File: config.mk
export PLATFORM = sky130hd
export DESIGN_NAME = fast_inlier_tally_flat
export DESIGN_NICKNAME = d
export VERILOG_FILES = /design/src/rtl/fast_inlier_tally_pkg.sv /design/src/rtl/fast_inlier_tally_if.sv /design/src/rtl/fast_inlier_tally_fixed_abs_threshold.sv /design/src/rtl/fast_inlier_tally.sv /design/src/flat_wrapper.sv
export SDC_FILE = /design/constraint.sdc
export NUM_CORES = 1
export LEC_CHECK = 0
export BUFFER_PORTS_ARGS = -buffer_cell sky130_fd_sc_hd__clkbuf_2
export CAP_MARGIN = 10
export CORE_MARGIN = 4
export CORE_UTILIZATION = 35
export DETAILED_ROUTE_END_ITERATION = 16
export PLACE_DENSITY = 0.61
export SKIP_LAST_GASP = 1
export SLEW_MARGIN = 20
export SYNTH_ARGS = -nofsm -noshare
export SYNTH_HDL_FRONTEND = slang
export SYNTH_HIERARCHICAL = 1
export SYNTH_SLANG_ARGS = --single-unit
export TNS_END_PERCENT = 20
File: constraint.sdc
create_clock -name clock -period 4.5 [get_ports clock]
set_input_delay 0.675 -clock clock [delete_from_list [all_inputs] [get_ports clock]]
set_output_delay 0.675 -clock clock [all_outputs]
set_load 0.02 [all_outputs]
File: src/rtl/fast_inlier_tally_pkg.sv
// ----------------------------------------------------------------------------
// fast_inlier_tally_pkg
// Shared fixed-point types and helpers for the inlier tally block.
//   fixed_t        : signed Q3.12 point-to-plane distance / threshold
//   inlier_count_t : inlier counter at the default width
//   abs_saturate() : |x| with the most-negative code clamped to max positive
//   hyp_state_t    : hypothesis framing state (idle / inside a hypothesis)
// ----------------------------------------------------------------------------
package fast_inlier_tally_pkg;

    localparam int FIXED_BITS         = 16;
    localparam int FRAC_BITS          = 12;
    localparam int COUNT_BITS_DEFAULT = 16;
    localparam int MODEL_BITS_DEFAULT = 8;

    typedef logic signed [FIXED_BITS-1:0]  fixed_t;
    typedef logic [COUNT_BITS_DEFAULT-1:0] inlier_count_t;

    localparam fixed_t FIXED_MAX = fixed_t'({1'b0, {(FIXED_BITS-1){1'b1}}});
    localparam fixed_t FIXED_MIN = fixed_t'({1'b1, {(FIXED_BITS-1){1'b0}}});

    typedef enum logic {
        HYP_IDLE   = 1'b0,  // next valid sample starts a hypothesis
        HYP_ACTIVE = 1'b1   // inside a hypothesis, waiting for its last sample
    } hyp_state_t;

    // Two's-complement negation of FIXED_MIN overflows back to itself, so it
    // is clamped to FIXED_MAX instead.
    function automatic fixed_t abs_saturate(input fixed_t x);
        if (x == FIXED_MIN) begin
            return FIXED_MAX;
        end else if (x[FIXED_BITS-1]) begin
            return -x;
        end else begin
            return x;
        end
    endfunction

endpackage

File: src/rtl/fast_inlier_tally_if.sv
// ----------------------------------------------------------------------------
// fast_inlier_tally_if
// Bundles the distance stream, best-tracking control and the result
// handshake of fast_inlier_tally.
//   master : stream producer / result consumer (drives samples, ready)
//   slave  : the tally block (drives results, best tracking, overrun)
// ----------------------------------------------------------------------------
interface fast_inlier_tally_if #(
    parameter int count_bits = 16,
    parameter int model_bits = 8
);
    import fast_inlier_tally_pkg::*;

    // Distance stream (no backpressure)
    logic                  distance_valid;
    fixed_t                distance;
    logic                  distance_last;
    logic [model_bits-1:0] distance_model;
    fixed_t                threshold;
    logic                  clear_best;

    // Per-hypothesis result hold register
    logic                  result_valid;
    logic                  result_ready;
    logic [model_bits-1:0] result_model;
    logic [count_bits-1:0] result_count;
    logic                  result_is_best;

    // Best tracking and status
    logic [model_bits-1:0] best_model;
    logic [count_bits-1:0] best_count;
    logic                  overrun;

    modport master (
        output distance_valid, distance, distance_last, distance_model,
               threshold, clear_best, result_ready,
        input  result_valid, result_model, result_count, result_is_best,
               best_model, best_count, overrun
    );

    modport slave (
        input  distance_valid, distance, distance_last, distance_model,
               threshold, clear_best, result_ready,
        output result_valid, result_model, result_count, result_is_best,
               best_model, best_count, overrun
    );

endinterface

File: src/rtl/fast_inlier_tally_fixed_abs_threshold.sv
// ----------------------------------------------------------------------------
// fixed_abs_threshold
// One registered stage: inlier = |distance| <= threshold. The threshold is
// taken straight from the port on the first sample of a hypothesis and
// latched for the remaining samples. Sideband (valid/first/last/model) is
// delayed by the same single stage.
//   clock, reset_n            : clock, async active-low reset
//   in_valid/in_first/in_last : sample framing
//   in_model                  : hypothesis index of the sample
//   distance, threshold       : signed fixed distance and threshold (>=0)
//   out_*                     : framing, model and inlier flag, one cycle later
// ----------------------------------------------------------------------------
module fixed_abs_threshold
    import fast_inlier_tally_pkg::*;
#(
    parameter int model_bits = 8
) (
    input  logic                  clock,
    input  logic                  reset_n,
    input  logic                  in_valid,
    input  logic                  in_first,
    input  logic                  in_last,
    input  logic [model_bits-1:0] in_model,
    input  fixed_t                distance,
    input  fixed_t                threshold,
    output logic                  out_valid,
    output logic                  out_first,
    output logic                  out_last,
    output logic [model_bits-1:0] out_model,
    output logic                  out_inlier
);

    fixed_t thr_latched;
    fixed_t thr_eff;
    logic   inlier_now;

    // Both operands are non-negative, so the signed compare is a plain magnitude compare.
    assign thr_eff    = in_first ? threshold : thr_latched;
    assign inlier_now = (abs_saturate(distance) <= thr_eff);

    // NOTE: every flop, payload included, is in the async reset so the stage
    // never presents stale framing after reset; non-blocking assignments keep
    // all register updates parallel.
    always_ff @(posedge clock or negedge reset_n) begin
        if (!reset_n) begin
            thr_latched <= '0;
            out_valid   <= 1'b0;
            out_first   <= 1'b0;
            out_last    <= 1'b0;
            out_model   <= '0;
            out_inlier  <= 1'b0;
        end else begin
            out_valid <= in_valid;
            if (in_valid) begin
                out_first  <= in_first;
                out_last   <= in_last;
                out_model  <= in_model;
                out_inlier <= inlier_now;
                if (in_first) begin
                    thr_latched <= threshold;
                end
            end
        end
    end

endmodule

File: src/rtl/fast_inlier_tally.sv
// ----------------------------------------------------------------------------
// fast_inlier_tally
// Counts inliers (|distance| <= threshold) per plane hypothesis on a
// one-sample-per-cycle stream, tracks the best hypothesis and presents one
// result per hypothesis through a valid/ready hold register. The input is
// never stalled; an unaccepted result is overwritten and flagged by overrun.
//   clock, reset_n : clock, async active-low reset
//   bus (slave)    : distance stream, clear_best, result handshake,
//                    best_model/best_count, sticky overrun
// Latency: sample with distance_last in cycle N -> result_valid in cycle N+2.
// ----------------------------------------------------------------------------
module fast_inlier_tally
    import fast_inlier_tally_pkg::*;
#(
    parameter int count_bits = 16,
    parameter int model_bits = 8
) (
    input  logic               clock,
    input  logic               reset_n,
    fast_inlier_tally_if.slave bus
);

    typedef logic [count_bits-1:0] count_t;
    typedef logic [model_bits-1:0] model_t;

    // ---------------------------------------------------------------- framing
    hyp_state_t state_q, state_d;
    logic       sample_first;

    always_ff @(posedge clock or negedge reset_n) begin
        if (!reset_n) begin
            state_q <= HYP_IDLE;
        end else begin
            state_q <= state_d;
        end
    end

    // NOTE: defaults first so every path assigns every output (no latches).
    always_comb begin
        state_d      = state_q;
        sample_first = 1'b0;
        case (state_q)
            HYP_IDLE: begin
                if (bus.distance_valid) begin
                    sample_first = 1'b1;
                    if (!bus.distance_last) begin
                        state_d = HYP_ACTIVE;
                    end
                end
            end
            HYP_ACTIVE: begin
                if (bus.distance_valid && bus.distance_last) begin
                    state_d = HYP_IDLE;
                end
            end
            default: state_d = HYP_IDLE;
        endcase
    end

    // ---------------------------------------------------------------- stage 1
    logic   s1_valid, s1_first, s1_last, s1_inlier;
    model_t s1_model;

    fixed_abs_threshold #(
        .model_bits (model_bits)
    ) u_abs_threshold (
        .clock      (clock),
        .reset_n    (reset_n),
        .in_valid   (bus.distance_valid),
        .in_first   (sample_first),
        .in_last    (bus.distance_last),
        .in_model   (bus.distance_model),
        .distance   (bus.distance),
        .threshold  (bus.threshold),
        .out_valid  (s1_valid),
        .out_first  (s1_first),
        .out_last   (s1_last),
        .out_model  (s1_model),
        .out_inlier (s1_inlier)
    );

    // ---------------------------------------------------------------- stage 2
    count_t acc_q;
    model_t acc_model_q;
    count_t count_base;
    count_t count_next;
    model_t final_model;
    count_t best_ref;
    logic   finalize;
    logic   new_best;
    logic   accept;

    count_t best_count_q, result_count_q;
    model_t best_model_q, result_model_q;
    logic   result_valid_q, result_is_best_q, overrun_q;

    always_comb begin
        // A first sample restarts the count from zero instead of the old total.
        count_base  = s1_first ? '0 : acc_q;
        count_next  = (s1_inlier && (count_base != '1)) ? count_base + count_t'(1) : count_base;
        final_model = s1_first ? s1_model : acc_model_q;
        finalize    = s1_valid && s1_last;
        // A coincident clear takes effect before the finalizing compare.
        best_ref    = bus.clear_best ? '0 : best_count_q;
        new_best    = finalize && (count_next > best_ref);
        accept      = result_valid_q && bus.result_ready;
    end

    always_ff @(posedge clock or negedge reset_n) begin
        if (!reset_n) begin
            acc_q       <= '0;
            acc_model_q <= '0;
        end else if (s1_valid) begin
            acc_q <= count_next;
            if (s1_first) begin
                acc_model_q <= s1_model;
            end
        end
    end

    always_ff @(posedge clock or negedge reset_n) begin
        if (!reset_n) begin
            best_model_q <= '0;
            best_count_q <= '0;
        end else if (new_best) begin
            best_model_q <= final_model;
            best_count_q <= count_next;
        end else if (bus.clear_best) begin
            best_model_q <= '0;
            best_count_q <= '0;
        end
    end

    // Hold register: a finalize always loads, even over an unaccepted result.
    always_ff @(posedge clock or negedge reset_n) begin
        if (!reset_n) begin
            result_valid_q   <= 1'b0;
            result_model_q   <= '0;
            result_count_q   <= '0;
            result_is_best_q <= 1'b0;
            overrun_q        <= 1'b0;
        end else if (finalize) begin
            result_valid_q   <= 1'b1;
            result_model_q   <= final_model;
            result_count_q   <= count_next;
            result_is_best_q <= new_best;
            if (result_valid_q && !bus.result_ready) begin
                overrun_q <= 1'b1;
            end
        end else if (accept) begin
            result_valid_q <= 1'b0;
        end
    end

    assign bus.result_valid   = result_valid_q;
    assign bus.result_model   = result_model_q;
    assign bus.result_count   = result_count_q;
    assign bus.result_is_best = result_is_best_q;
    assign bus.best_model     = best_model_q;
    assign bus.best_count     = best_count_q;
    assign bus.overrun        = overrun_q;

endmodule

File: src/flat_wrapper.sv
// flat-port wrapper written by rule: the top's interface ports become plain ports
module fast_inlier_tally_flat import fast_inlier_tally_pkg::*;
#(
    parameter int count_bits = 16,
    parameter int model_bits = 8
)
  (clock, reset_n, bus_distance_valid, bus_distance, bus_distance_last, bus_distance_model, bus_threshold, bus_clear_best, bus_result_ready, bus_result_valid, bus_result_model, bus_result_count, bus_result_is_best, bus_best_model, bus_best_count, bus_overrun);
  fast_inlier_tally_if #(.count_bits(count_bits), .model_bits(model_bits)) bus_i ();
  input  logic clock;
  input  logic reset_n;
  input wire logic [$bits(bus_i.distance_valid)-1:0] bus_distance_valid;
  input wire logic [$bits(bus_i.distance)-1:0] bus_distance;
  input wire logic [$bits(bus_i.distance_last)-1:0] bus_distance_last;
  input wire logic [$bits(bus_i.distance_model)-1:0] bus_distance_model;
  input wire logic [$bits(bus_i.threshold)-1:0] bus_threshold;
  input wire logic [$bits(bus_i.clear_best)-1:0] bus_clear_best;
  input wire logic [$bits(bus_i.result_ready)-1:0] bus_result_ready;
  output wire logic [$bits(bus_i.result_valid)-1:0] bus_result_valid;
  output wire logic [$bits(bus_i.result_model)-1:0] bus_result_model;
  output wire logic [$bits(bus_i.result_count)-1:0] bus_result_count;
  output wire logic [$bits(bus_i.result_is_best)-1:0] bus_result_is_best;
  output wire logic [$bits(bus_i.best_model)-1:0] bus_best_model;
  output wire logic [$bits(bus_i.best_count)-1:0] bus_best_count;
  output wire logic [$bits(bus_i.overrun)-1:0] bus_overrun;
  assign bus_i.distance_valid = bus_distance_valid;
  assign bus_i.distance = bus_distance;
  assign bus_i.distance_last = bus_distance_last;
  assign bus_i.distance_model = bus_distance_model;
  assign bus_i.threshold = bus_threshold;
  assign bus_i.clear_best = bus_clear_best;
  assign bus_i.result_ready = bus_result_ready;
  assign bus_result_valid = bus_i.result_valid;
  assign bus_result_model = bus_i.result_model;
  assign bus_result_count = bus_i.result_count;
  assign bus_result_is_best = bus_i.result_is_best;
  assign bus_best_model = bus_i.best_model;
  assign bus_best_count = bus_i.best_count;
  assign bus_overrun = bus_i.overrun;
  fast_inlier_tally #(.count_bits(count_bits), .model_bits(model_bits)) u_core (.clock(clock), .reset_n(reset_n), .bus(bus_i));
endmodule
======== After elaboration in Yosys (flattened, before gate mapping) ========
Cells that the tools add are included.
W data, S select, Z words.
word-level totals
  logic and storage cells ................. 51
  flip-flop bits (word level) ............. 104
  memories ................................ 0
  latch bits .............................. 0
  input bits .............................. 46
  RAM bits ................................ 0
  memory bits (read-only) ................. 0
  output and inout port bits .............. 51
operators by class
  $lt $le $gt $ge ......................... 2
  equal/unequal tests ..................... 2
  shift operators ......................... 0
  reduce and logical (&&, ||, !) cells .... 10
  $add $sub $neg .......................... 2
  bitwise operators ....................... 1
  $mul .................................... 0
  muxes and demuxes ....................... 18
  divide/modulo/power cells ............... 0
operators with widths
  cell                     count
  $mux W16                 7
  $mux W8                  3
  $add A16 B1 Y16 const B  1
  $eq A16 B16 Y1 const B   1
  $gt A16 B16 Y1           1
  $le A16 B16 Y1           1
  $ne A16 B16 Y1 const B   1
  $neg A16 Y16             1
  $mux W1                  7
  $logic_and A1 B1 Y1      6
  $reduce_bool A2 Y1       2
  $pmux W1 S2              1
  $reduce_and A2 Y1        1
  $logic_not A1 Y1         1
  $not A1 Y1               1

======== Logic depth before layout (Yosys ltp) ========
  depth in word-level cells ............... 7
  gate-level depth with buffers ........... 18
  mapped depth without buffers ............ 15

======== Cells and area by module ========
The synthesis kept the hierarchy.
by module, submodules not included
  module               area each (µm²)  cells an instance  sequential area each (µm²)  times used
  fast_inlier_tally    3885.0           393                1901.8                      1
  fixed_abs_threshold  1976.9           190                700.7                       1

======== Worst setup path after synthesis ========
OpenSTA, ideal clock, no wires.
  kind .................................... reg-to-reg
  from .................................... reg u_core.u_abs_threshold.out_first
  to ...................................... reg u_core.best_count_q[13] (netlist: u_core/bus.best_count[13])
  path buffers ............................ 3
  required time ........................... 4.421 ns
  cell stages (with the launch flop) ...... 19
  period minus slack after synthesis ...... 3.943 ns
  arrival time ............................ 3.864 ns
  library setup time ...................... 0.079 ns
  setup slack ............................. 0.557 ns
  cells stage by stage .................... dfrtp_1 -> clkbuf_1 -> nor2b_1 -> ha_1 -> and4_4 -> nand3_1 -> o21a_1 -> buf_2 -> nand2_1 -> xnor2_1 -> inv_1 -> ha_1 -> a21oi_1 -> o21a_1 -> o221ai_1 -> a211o_1 -> nand4_1 -> clkbuf_1 -> mux2i_1
on the way
  longest elaborated chain between the ends .. 7
  elaborated cells on any way between the ends .. 8
  those cells by class .................... 1 x add/sub; 1 x order compare; 1 x eq/ne; 3 x mux; 2 x reduce/logical
ends and longest elaborated chain
  item                                                                     RTL line                                     text
  start, declared                                                          fast_inlier_tally_fixed_abs_threshold.sv:27  output logic out_first,
  start signal, assigned                                                   fast_inlier_tally_fixed_abs_threshold.sv:55  out_first <= in_first;
  $mux W16 *                                                               fast_inlier_tally.sv:99                      count_base = s1_first ? '0 : acc_q;
  parallel branches: the longest is 2 deep, another holds $add A16 B1 Y16  --
  $mux W16 *                                                               fast_inlier_tally.sv:100                     count_next = (s1_inlier && (count_base != '1)) ? count_base + count_t'(1) : count_base;
  via u_core.count_next[11]                                                fast_inlier_tally.sv:86                      count_t count_next;
  $gt A16 B16 Y1 *                                                         fast_inlier_tally.sv:105                     new_best = finalize && (count_next > best_ref);
  $logic_and A1 B1 Y1 *                                                    fast_inlier_tally.sv:105
  $mux W16 *                                                               fast_inlier_tally.sv:125                     end else if (new_best) begin
  end signal, assigned                                                     fast_inlier_tally.sv:127                     best_count_q <= count_next;
  end, declared                                                            fast_inlier_tally.sv:93                      count_t best_count_q, result_count_q;
Mark *: on every way through the listed nets, which the timed path passes.
A chain may end at the register's enable or synchronous reset.

======== Worst setup path after layout ========
  from .................................... reg u_core.acc_q[0]
  to ...................................... reg u_core.best_count_q[4] (netlist: u_core/bus.best_count[4])
on the way
  longest elaborated chain between the ends .. 7
  elaborated cells on any way between the ends .. 8
  those cells by class .................... 1 x add/sub; 1 x order compare; 1 x eq/ne; 3 x mux; 2 x reduce/logical
ends and longest elaborated chain
  item                                                                     RTL line                  text
  start, declared                                                          fast_inlier_tally.sv:83   count_t acc_q;
  start signal, assigned                                                   fast_inlier_tally.sv:114  acc_q <= count_next;
  $mux W16 *                                                               fast_inlier_tally.sv:99
  parallel branches: the longest is 2 deep, another holds $add A16 B1 Y16  --
  $mux W16 *                                                               fast_inlier_tally.sv:100
  via u_core.count_next[9]                                                 fast_inlier_tally.sv:86
  $gt A16 B16 Y1 *                                                         fast_inlier_tally.sv:105
  $logic_and A1 B1 Y1 *                                                    fast_inlier_tally.sv:105
  $mux W16 *                                                               fast_inlier_tally.sv:125
Marked as above.

==> results.py <==
metrics = {
    "run_status": {
        "status": "completed",
    },
    "critical_path": {
        "required_ps": 4780,
        "startpoint_type": "flip-flop",
        "rrSetupSlack_ps": 450,
        "regToRegEndpoint": "u_core/bus.best_count[4]",
        "endpoint_kind": "flip-flop",
        "critPathLaunch": "u_core/acc_q[0]",
        "worstPathMaxFanout": 16,
        "reg2regPathDepth": 17,
        "worstReg2RegStart": "u_core/acc_q[0]",
        "crit_arrival_ps": 4330,
        "crit_type": "flip-flop to flip-flop",
    },
    "placed_design": {
        "dp_hpwl_um": 10160,
        "pre_cts_ws_ps": 148.5,
        "place_area_mm2": 0.006601,
        "port_buffers": 96,
        "gp_congestion": 0.8914,
    },
    "synth": {
        "async_flop_share": 1.000,
        "ys_types": 63,
        "synth_top_cell_by_area": "dfrtp_1",
        "syn_inst": 583,
        "syn_area_per_cell_um2": 10.05,
        "ys_ff_latch": 104,
        "synth_edf_count": 0,
        "syn-num-nets": 663,
        "seq_area_frac_synth": 0.4440,
        "synth_top_area_share": 0.4440,
        "synth_ff_type": "dfrtp_1",
        "synth_area_mm2": 0.005862,
        "yosysWarningCount": 6,
        "synthTopCellsByArea": "dfrtp_1, mux2_2, ha_1",
    },
    "sta": {
        "setup_ws_ps": 447.8,
        "fmax_mhz": 246.8,
        "drv_slew": 0,
        "worst_pin_slew_ps": 720.2,
        "skew_ps": 10.90,
        "slew_headroom": 0.5199,
        "setup_violations": 0,
        "finalCriticalPeriod_ps": 4052,
        "tns_ps": 0,
        "period_share": 0.9005,
        "fin_hold_ws_ps": 348.5,
        "finalHoldViolCount": 0,
        "rsz0062_at_grt": "false",
    },
    "layout": {
        "areaGrowthSynthToFinish_pct": 18.21,
        "drive_gt1_frac": 0.2657,
        "fin_nets": 760,
        "postLayoutCellArea_mm2": 0.006929,
        "layout_common_cells": "dfrtp_1, clkbuf_2, nand2_1, mux2_2, o21ai_0",
        "diodes": 0,
        "layout_commonest_cell": "dfrtp_1",
    },
    "global_routing": {
        "grt_max_degree": 79,
        "antenna_found_initial": 1,
        "grt_overflow": 0,
        "grt_pass1_wl_um": 22390,
        "grt_pass1_vias": 4586,
        "track_usage": 0.1483,
    },
    "detailed_routing": {
        "remaining_drc_errors": 0,
        "viasPerCell": 5.084,
        "routed_wl_um": 13410,
        "drt-wirelength-per-cell_um": 14.81,
        "drtPass1Iterations": 4,
        "antenna_left": 0,
        "drt-initial-drc-count": 156,
        "route.vias.total": 4601,
    },
    "die": {
        "coreArea_mm2": 0.01652,
        "num_rows": 47,
        "die_area_mm2": 0.01888,
        "start_util": 0.3547,
        "die-height_um": 137.4,
        "ios": 97,
        "dieWidth_um": 137.4,
    },
    "flow_run": {
        "max_cap_viol_count": 0,
    },
    "clock_network": {
        "clockRootBuffer": "clkbuf_16",
        "clk_path_buf_depth": 2,
        "worstSkewPairLatency_ps": 350,
        "cts.sinks": 104,
        "postCtsSetupRepairBufs": 0,
        "tritoncts": "done",
        "cts-resized-gates": 0,
        "ctsHoldBuffers": 0,
        "cts_buffers": 9,
        "clkTransAtPathRegs_ps": 80,
        "h-tree-depth": 3,
    },
    "pwr": {
        "peakVddDrop_uv": 183.4,
        "leakage_nw": 3.365,
        "p_per_area_mw_per_mm2": 439.7,
        "total_power_w": 0.003047,
    },
    "hold_path": {
        "hold_class": "input port to asynchronous set/reset pin",
    },
}
-- synthesized netlist by cell type, types with 2 or more instances --
cell type  count
ha_1          34
nor2_1        23
o21a_1         3
mux2_2        42
o22ai_1        3
a31oi_1        4
a21oi_1       30
and3_1         4
xnor2_1       10
clkbuf_1      15
o2bb2ai_1      8
and2_1         2
and4b_1        2
inv_1         35
nor2b_1       18
a21o_1         3
o21ai_0       40
and4_1         4
nand3_1        7
o2111ai_1      2
o31a_1         2
a211oi_1       2
xor2_1         7
o31ai_1        3
buf_1          3
mux2i_1       32
nand2b_1      13
o21bai_1       2
nor3_1         3
dfrtp_1      104
nand2_1       76
buf_2          5
nand4_1       12
-- layout make-up --
cell class	instances	area, um^2
flip-flops and latches	104	2603
well taps	220	275.3
clock inverters	6	72.57
clock buffers	10	229.0
multi-input cells	418	3015
inverters	36	135.1
repair buffers	111	599.3
fillers	1595	9595
-- worst max-delay path: stages (launching register included) --
cell      delay [ps]
dfrtp_1          410
nor2b_1          170
ha_1             250
and4_4           240
nand3_1          120
o21a_1           470
nand4_1          190
xnor2_1          340
inv_1             90
ha_1             310
a21oi_1          160
o21a_1           120
o221ai_1         110
a211o_1          290
nand4_1           90
buf_4            190
buf_4            220
mux2i_1          200
-- layer usage --
| layer | vias to the layer above | global-route usage | share of wire | wire (um) |
|---|---|---|---|---|
| met4 | 2 | 0.03603 | 0.0096 | 129 |
| li1 | 2250 | - | - | - |
| met3 | 14 | 0.04785 | 0.067 | 904 |
| met5 | - | 0 | 0.00060 | 8 |
| met2 | 125 | 0.2321 | 0.45 | 6085 |
| met1 | 2210 | 0.1994 | 0.47 | 6278 |
-- logic make-up (layout without fill, tap and decap cells) --
kind of cell,count (synthesis),count (layout),share of synthesized area
and+or+nand+nor,179,179,0.1592
adders and majority gates,34,34,0.07257
AOI/OAI and AO/OA,113,113,0.1189
buffers and inverters,61,163,0.04205
xor gates and xnor gates,17,17,0.02540
muxes,75,75,0.1379
DFF,104,104,0.4440
-- how the worst max path moves through the flow --
stage,to,slack [ps],cells after the start
6_report,u_core/bus.best_count[4],450,17
5_1_grt,u_core/bus.best_count[4],80,17
4_1_cts,u_core/bus.best_count[4],150,14
3_5_place_dp,u_core/bus.best_count[8],150,14
3_3_place_gp,u_core/bus.best_count[3],310,15
2_1_floorplan,u_core/bus.best_count[13],560,18
-- power by group --
part,internal [W],total [W],leakage (nW),switching (W)
combinational,0.000414,0.00101,1.90,0.000592
sequential,0.00112,0.00124,1.31,0.000120
clock,0.000440,0.000800,0.149,0.000360
total,0.00198,0.00305,3.36,0.00107
-- flip-flops by register name, summed over array words and instances (netlist names), named ones only --
| register | flops |
|---|---|
| u_core/acc_model_q | 8 |
| u_core/acc_q | 16 |
| u_core/bus.best_count | 16 |
| u_core/bus.best_model | 8 |
| u_core/bus.overrun | 1 |
| u_core/bus.result_count | 16 |
| u_core/bus.result_is_best | 1 |
| u_core/bus.result_model | 8 |
| u_core/bus.result_valid | 1 |
| u_core/u_abs_threshold/out_first | 1 |
| u_core/u_abs_threshold/out_inlier | 1 |
| u_core/u_abs_threshold/out_last | 1 |
| u_core/u_abs_threshold/out_model | 8 |
| u_core/u_abs_threshold/out_valid | 1 |
| u_core/u_abs_threshold/thr_latched | 16 |
-- per-stage QoR --
stage | utilization | cells
after floorplan | - | 583
after global placement | 0.3995 | 886
after detailed placement | 0.3995 | 886
after CTS | 0.4177 | 902
after global routing | 0.4193 | 905
final | 0.4193 | 905
Power figures use the tool's default switching activity.
